**config.mk**
```make
export PLATFORM = sky130hd
export DESIGN_NAME = timer_int_mc
export DESIGN_NICKNAME = d
export VERILOG_FILES = /design/src/rtl/timer_int_mc.sv
export SDC_FILE = /design/constraint.sdc
export NUM_CORES = 1
export LEC_CHECK = 0
export CORE_AREA = 2 2 146 148
export CTS_BUF_LIST = sky130_fd_sc_hd__clkbuf_8 sky130_fd_sc_hd__clkbuf_16
export DETAILED_ROUTE_END_ITERATION = 6
export DIE_AREA = 0 0 148 150
export SYNTH_ARGS = -nofsm -noshare
export SYNTH_HDL_FRONTEND = slang
export SYNTH_SLANG_ARGS = --single-unit
```
**constraint.sdc**
```tcl
create_clock -name clk -period 1.5 [get_ports clk]
set_input_delay 0.3 -clock clk [delete_from_list [all_inputs] [get_ports clk]]
set_output_delay 0.3 -clock clk [all_outputs]
set_load 0.05 [all_outputs]
```
**src/rtl/timer_int_mc.sv**
```systemverilog
// Multi-channel compare-match interrupt block: edge-detected status with W1C clear.
// Define TIMER_INT_OVF_EN to build the per-channel overrun flags; otherwise int_ovf is 0.
module timer_int_mc #(
  parameter int NCH   = 4,
  parameter int CNT_W = 64
) (
  input  logic               clk,
  input  logic               rst_n,
  input  logic [CNT_W-1:0]   cnt,
  input  logic [NCH*CNT_W-1:0] tcmp,
  input  logic [NCH-1:0]     int_en,
  input  logic               tisr_wr_sel,
  input  logic [31:0]        pwdata,
  input  logic [3:0]         pstrb,
  output logic [NCH-1:0]     int_st,
  output logic [NCH-1:0]     int_ovf,
  output logic [NCH-1:0]     tim_int_vec,
  output logic               tim_int
);

  logic [NCH-1:0] match;
  logic [NCH-1:0] match_q;
  logic [NCH-1:0] ev_set;
  logic [NCH-1:0] st_clr;
  logic [NCH-1:0] st_q;
  logic           unused_bits;

  for (genvar g = 0; g < NCH; g++) begin : g_ch
    assign match[g]  = (cnt == tcmp[g*CNT_W +: CNT_W]);
    assign st_clr[g] = tisr_wr_sel & pwdata[g] & pstrb[g/8];
  end

  // A counter stalled on the compare value yields a single event.
  assign ev_set = match & ~match_q;

  // Set has priority over a same-cycle clear so no event is dropped.
  always_ff @(posedge clk or negedge rst_n) begin
    if (!rst_n) begin
      match_q <= '0;
      st_q    <= '0;
    end else begin
      match_q <= match;
      st_q    <= ev_set | (st_q & ~st_clr);
    end
  end

`ifdef TIMER_INT_OVF_EN
  logic [NCH-1:0] ovf_set;
  logic [NCH-1:0] ovf_clr;
  logic [NCH-1:0] ovf_q;

  for (genvar g = 0; g < NCH; g++) begin : g_ovf
    assign ovf_clr[g] = tisr_wr_sel & pwdata[16+g] & pstrb[2+g/8];
  end

  assign ovf_set = ev_set & st_q & ~st_clr;

  always_ff @(posedge clk or negedge rst_n) begin
    if (!rst_n) begin
      ovf_q <= '0;
    end else begin
      ovf_q <= ovf_set | (ovf_q & ~ovf_clr);
    end
  end

  assign int_ovf = ovf_q;
`else
  assign int_ovf = '0;
`endif

  assign unused_bits = ^{pwdata, pstrb};

  assign int_st      = st_q;
  assign tim_int_vec = st_q & int_en;
  assign tim_int     = |tim_int_vec;

endmodule
```
After elaboration in Yosys (flattened, before gate mapping)
Index checks and enable logic that the tools add are counted.
- flip-flop bits (word level): 8
- input port bits: 363
- output and inout bits: 13
- equality and inequality tests: 4
- bitwise operators: 14
- reduce and logical (&&, ||, !) cells: 1
- operator list (kind ; count):
    64-bit == test ; 4
    4-bit bitwise AND ; 3
    1-bit bitwise AND ; 8
    4-bit inverter ; 2
    4-bit OR ; 1
    4-bit OR reduction ; 1

Longest topological paths before layout
Gate-level depths: netlist (run 1).
- depth in word-level cells: 5
- mapped depth: 5
- mapped depth without buffers: 5

Least setup slack after synthesis (run 1)
OpenSTA, ideal clock, no wires.
- path kind: register to output
- start: register st_q[3] (netlist: int_st[3])
- end: output port tim_int
- data arrival time: 1.792 ns
- required time: 1.200 ns
- setup slack: -0.592 ns
- stages on the path, launching flop included: 3
- buffers on the path: 0
- cell sequence: dfrtp_1 -> and2_1 -> or4_1
- longest elaborated chain between the ends: 2
- ends and longest elaborated chain (element ; RTL line ; RTL):
    start: declaration ; 25 ; logic [NCH-1:0] st_q;
    start signal: assignment ; 43 ; st_q <= ev_set | (st_q & ~st_clr);
    4-bit bitwise AND ; 74 ; assign tim_int_vec = st_q & int_en;
    net tim_int_vec[3] ; 17 ; output logic [NCH-1:0] tim_int_vec,
    4-bit OR reduction ; 75 ; assign tim_int = |tim_int_vec;
    end: declaration ; 18 ; output logic tim_int
The timed path passes the listed nets, and every way through them passes these cells.

Worst setup path after layout (run 1)
- start: register st_q[3] (netlist: int_st[3])
- end: output port tim_int
- longest elaborated chain between the ends: 2
- ends and longest elaborated chain (element ; RTL line):
    4-bit bitwise AND ; 74
    4-bit OR reduction ; 75
Every way passes these cells.

==> results.yml, run 1 <==
logic_synthesis:
  synthFlopType: "dfrtp_1"
  ys_seq_area_frac: 0.06397
  synthTopCellsByArea: "xor2_1, nor4_1, dfrtp_1"
  synth_top_area_frac: 0.7165
  synth_most_common_cell: "xor2_1"
  ys_warn_count: 0
  synth.avg_cell_area_um2: 8.457
  synth_edf_count: 0
  syn_area_um2: 3129
  netlist_top_cells_count: "xor2_1, nor4_1, nand4_1"
  ys_types: 12
  synthCells: 370
  async_flop_share: 1.000
  synth_top_cell_by_area: "xor2_1"
  synth_seq_cells: 8
critical_path:
  cp_cell_sequence: "and2_4 > or4_4 > buf_8"
  cp_max_fo: 2
  r2r-end: "int_st[0]"
  crit_type: "flip-flop to output port"
  required_ns: 1.20
  start_kind: "flip-flop"
  reg2reg_from: "int_st[0]"
  worst_setup_path_end_kind: "output port"
  crit_buf_inv: 1
  arrival_ns: 1.48
  slowest_delay_ns: 0.53
  cp_top_family: "simple AND/OR/NAND/NOR gates"
  worst_r2r_path_depth: 2
  cp_slowest_cell: "or4_4"
  r2r_setup_slack_ns: 0.63
sta:
  rsz0062_at_grt: "true"
  final_hold_viol_count: 0
  period_share: 1.189
  fmax_ghz: 0.5608
  holdWs_ns: 0.3623
  fin_skew_ns: 0.0002216
  fin_ws_ns: -0.2832
  maxSlewViolCount: 0
  setup_viol: 6
  period_minus_slack_ns: 1.783
power:
  p_switching_uw: 897.9
  power_frac_clock: 0.185
  power_uw: 2418
  combPwrFrac: 0.725
  vdd_drop_max_mv: 0.2518
  p_leak_uw: 0.003733
  pwr-share-seq: 0.090
  internal-power_uw: 1520
  cellPowerDensity_nw_per_um2: 313.2
  swShare: 0.3714
drt:
  via_per_inst: 3.969
  wl_per_cell_um: 17.31
  postRouteAntennaNets: 0
  firstDrtPassIters: 4
  drtIter0Drc: 63
  drc: 0
  wl_um: 18320
  vias: 4199
floorplan:
  die_x_um: 148
  design.core.area_um2: 20690
  initial_core_util: 0.1512
  fp.dieH_um: 150
  placementRows: 53
  io_pins: 376
  die_area_um2: 22200
outcome:
  outcome: "complete, but fails checks"
  violations: "negative setup slack"
cts:
  cts-buffers-inserted: 3
  cts_root_buffer: "clkbuf_16"
  hold_buffers: 0
  clk_latency_ns: 0.23
  cts_sinks: 8
  clk_pin_slew_ns: 0.04
  htree_num_levels: 1
  cts.path.max_buffers: 2
  cts_tree: "built"
final_layout:
  fill_cells: 2217
  final_area_um2: 7721
  final_util: 0.3732
  fin_cells: 1058
  final_net_count: 1147
  area_growth_pct: 146.7
  drive_gt1_frac: 0.3414
global_routing:
  grt_max_degree: 9
  antenna_found_initial: 1
  grt_pass1_wl_um: 25700
  first_global_vias: 4496
  grt_use_total: 0.1540
  overflow: 0
run:
  maxCapViolations: 0
place:
  place_congestion: 0.8933
  dpl.hpwl_um: 16550
  port_buffers: 340
  dpl-instance-area_um2: 7487
  dp_cells: 1055
min_path:
  hold_path_class: "primary input to async pin"
power groups by stage:
stage | Combinational [µW] | Sequential [µW] | Clock [µW]
final | 1750 | 217 | 447
after global routing | 1890 | 217 | 472
after global placement | 1820 | 220 | 0
after CTS | 1710 | 217 | 452
after floorplan | 515 | 220 | 0
after detailed placement | 1830 | 220 | 0
worst max path at each step:
stage	slack, ns	from	cells after the start	endpoint
finish	-0.28	int_st[3]	3	tim_int
global route	-0.32	tcmp[100]	7	int_st[1]
CTS	-0.28	int_st[3]	3	tim_int
detailed placement	-1.08	cnt[47]	7	int_st[1]
global placement	-1.08	cnt[47]	7	int_st[1]
floorplan	-0.19	int_st[2]	2	tim_int
flip-flops by register name, summed over array words and instances (netlist names):
| name | flops |
|---|---|
| int_st | 4 |
| match_q | 4 |
what timing repair did:
item,in CTS,in global routing
endpoints found under the setup margin,9,10
gates resized for setup,597,160
pin swaps,118,57
gates cloned,0,0
setup buffers,3,3
cell families (layout without fill, tap and decap cells):
kind of cell / after synthesis / in the layout / synth area share
AOI/OAI and AO/OA: 4 / 4 / 0.01119
xor gates and xnor gates: 256 / 256 / 0.7165
buffers and inverters: 8 / 417 / 0.01439
DFF: 8 / 8 / 0.06397
other: 1 / 5 / 0.001198
and+or+nand+nor: 93 / 93 / 0.1927
per-stage QoR:
| step | setup WS [ns] | TNS [ns] |
|---|---|---|
| global route | -0.3196 | -1.732 |
| finish | -0.2832 | -0.9259 |
| detailed placement | -1.083 | -7.628 |
| floorplan | -0.1914 | -0.1914 |
| global placement | -1.084 | -7.316 |
| CTS | -0.2840 | -1.138 |
layer usage:
layer | GRT usage | up-vias | routed length [µm]
met5 | 0 | - | 0
met4 | 0.02524 | 0 | 235
met3 | 0.02988 | 17 | 1169
met2 | 0.2921 | 178 | 9695
met1 | 0.1813 | 1925 | 7219
li1 | - | 2079 | -
cell type report:
cell class | count | area [µm²] | share of cell area
Inverter | 4 | 15.01 | 0.001945
Multi-Input combinational cell | 357 | 3487 | 0.4516
Antenna cell | 1 | 2.502 | 0.0003241
Clock buffer | 3 | 75.07 | 0.009723
Sequential cell | 8 | 205.2 | 0.02658
Timing Repair Buffer | 410 | 3592 | 0.4652
Tap cell | 275 | 344.1 | 0.04456
cells in the final DEF (no fill, tap or decap), drive strengths merged:
cell           netlist  layout
clkdlybuf4s15        0      38
buf                  4     148
clkdlybuf4s50        0      19
and2                 4       4
a22o                 4       4
dlymetal6s2s         0      28
xor2               256     256
inv                  4       4
diode                0       1
nor4                68      68
clkbuf               0      29
dlygate4sd2          0     151
or4                  1       1
conb                 1       4
dfrtp                8       8
nand4               16      16
nand3                4       4
No activity file was read; power rests on OpenSTA's default activity.
==> run 2: changes to the inputs <==
- CORE_AREA: 2 2 146 148 -> 2 2 145 147
- DIE_AREA: 0 0 148 150 -> 0 0 147 149
- clock period: 1.5 -> 2.2 ns (I/O delays scaled with it)
==> results.yml, run 2 (synthesis results as in run 1) <==
cts:
  cts_root_buffer: "clkbuf_16"
  cts-buffers-inserted: 3
  cts_tree: "built"
  htree_num_levels: 1
  clk_latency_ns: 0.23
  cts.path.max_buffers: 2
  cts_sinks: 8
  clk_pin_slew_ns: 0.04
place:
  dpl.hpwl_um: 15530
  dpl-instance-area_um2: 7387
  dp_cells: 1049
  place_congestion: 0.8883
  port_buffers: 340
critical_path:
  start_kind: "primary input"
  crit_type: "primary input to output port"
  worst_setup_path_end_kind: "output port"
  r2r_setup_slack_ns: 1.47
  arrival_ns: 1.71
  cp_max_fo: 2
  required_ns: 1.76
final_layout:
  final_util: 0.3735
  fill_cells: 2149
  final_cell_mix: "clkdlybuf4s50_1, xor2_1, buf_4"
  fin_cells: 1052
  final_area_um2: 7679
  area_growth_pct: 145.4
  drive_gt1_frac: 0.1326
  num_antenna_cells: 0
  final_net_count: 1142
  layout_commonest_cell: "clkdlybuf4s50_1"
floorplan:
  design.core.area_um2: 20560
  io_pins: 376
  initial_core_util: 0.1522
  die_x_um: 147
  fp.dieH_um: 149
  die_area_um2: 21900
  placementRows: 53
power:
  power_frac_clock: 0.176
  internal-power_uw: 1156
  pwr-share-seq: 0.088
  cellPowerDensity_nw_per_um2: 220.3
  p_leak_uw: 0.003361
  swShare: 0.3165
  combPwrFrac: 0.737
  vdd_drop_max_mv: 0.1659
  p_switching_uw: 535.4
sta:
  setup_viol: 0
  fmax_ghz: 0.4641
  holdWs_ns: 0.4787
  tns_ns: 0
  final_hold_viol_count: 0
  period_share: 0.9795
  rsz0062_at_grt: "false"
  period_minus_slack_ns: 2.155
  maxSlewViolCount: 0
  fin_skew_ns: 0.001587
global_routing:
  antenna_found_initial: 0
  grt_use_total: 0.1441
  first_global_vias: 4218
  overflow: 0
  grt_pass1_wl_um: 23980
  grt_max_degree: 9
drt:
  firstDrtPassIters: 4
  wl_um: 16950
  drtIter0Drc: 90
  wl_per_cell_um: 16.11
  via_per_inst: 3.933
  postRouteAntennaNets: 0
  vias: 4137
  drc: 0
outcome:
  outcome: "finished, final reports clean"
run:
  maxCapViolations: 0
min_path:
  hold_path_class: "primary input to async pin"
==> run 2: final cells by class <==
class | instances | area [µm²] | share of cell area
inverter | 4 | 15.01 | 0.001955
clock buffer | 3 | 75.07 | 0.009777
timing repair buffer | 405 | 3969 | 0.5169
sequential | 8 | 200.2 | 0.02607
tap | 275 | 344.1 | 0.04481
multi-input combinational | 357 | 3075 | 0.4005
==> run 2: power by group through the flow <==
stage	clock, µW	combinational [µW]	sequential (µW)
after global placement	0	1230	150
after detailed placement	0	1240	150
after floorplan	0	351	150
final	297	1250	148
after CTS	304	1230	148
after global routing	315	1340	148
==> run 2: metal layers <==
metal,wire [µm],part of all wire,vias to the layer above,global-route usage
li1,-,-,2101,-
met1,6965,0.41,1856,0.1764
met2,8811,0.52,170,0.2718
met3,1049,0.062,10,0.02630
met4,123,0.0073,0,0.01442
met5,0,0,-,0
==> run 2: stage by stage <==
step / power, µW / setup slack [ns]
3_3_place_gp: 1380 / -0.5400
2_1_floorplan: 501.1 / 0.09907
4_1_cts: 1686 / -0.01558
5_1_grt: 1807 / 0.001894
3_5_place_dp: 1386 / -0.5380
6_report: 1692 / 0.04519
==> run 2: what timing repair did <==
item | 4_1_cts | 5_1_grt
pin swaps | 20 | 31
hold buffers | 0 | 0
gates resized for setup | 40 | 50
setup buffers | 0 | 1
setup endpoints to repair | 6 | 7
==> run 2: worst max-delay path: stages <==
cell	delay [ns]
clkdlybuf4s50_1	0.41
and2_1	0.17
or4_4	0.53
buf_6	0.17
==> run 2: worst paths after layout <==
path / start / end / cells past startpoint
setup / recovery: int_en[2] / tim_int / 4
hold / removal: rst_n / int_st[2] / 1
max in group asynchronous: rst_n / match_q[3] / 1
hold reg to reg: int_st[2] / int_st[2] / 1
setup reg to reg: int_st[3] / int_st[3] / 1
min in group clk: int_st[2] / int_st[2] / 1
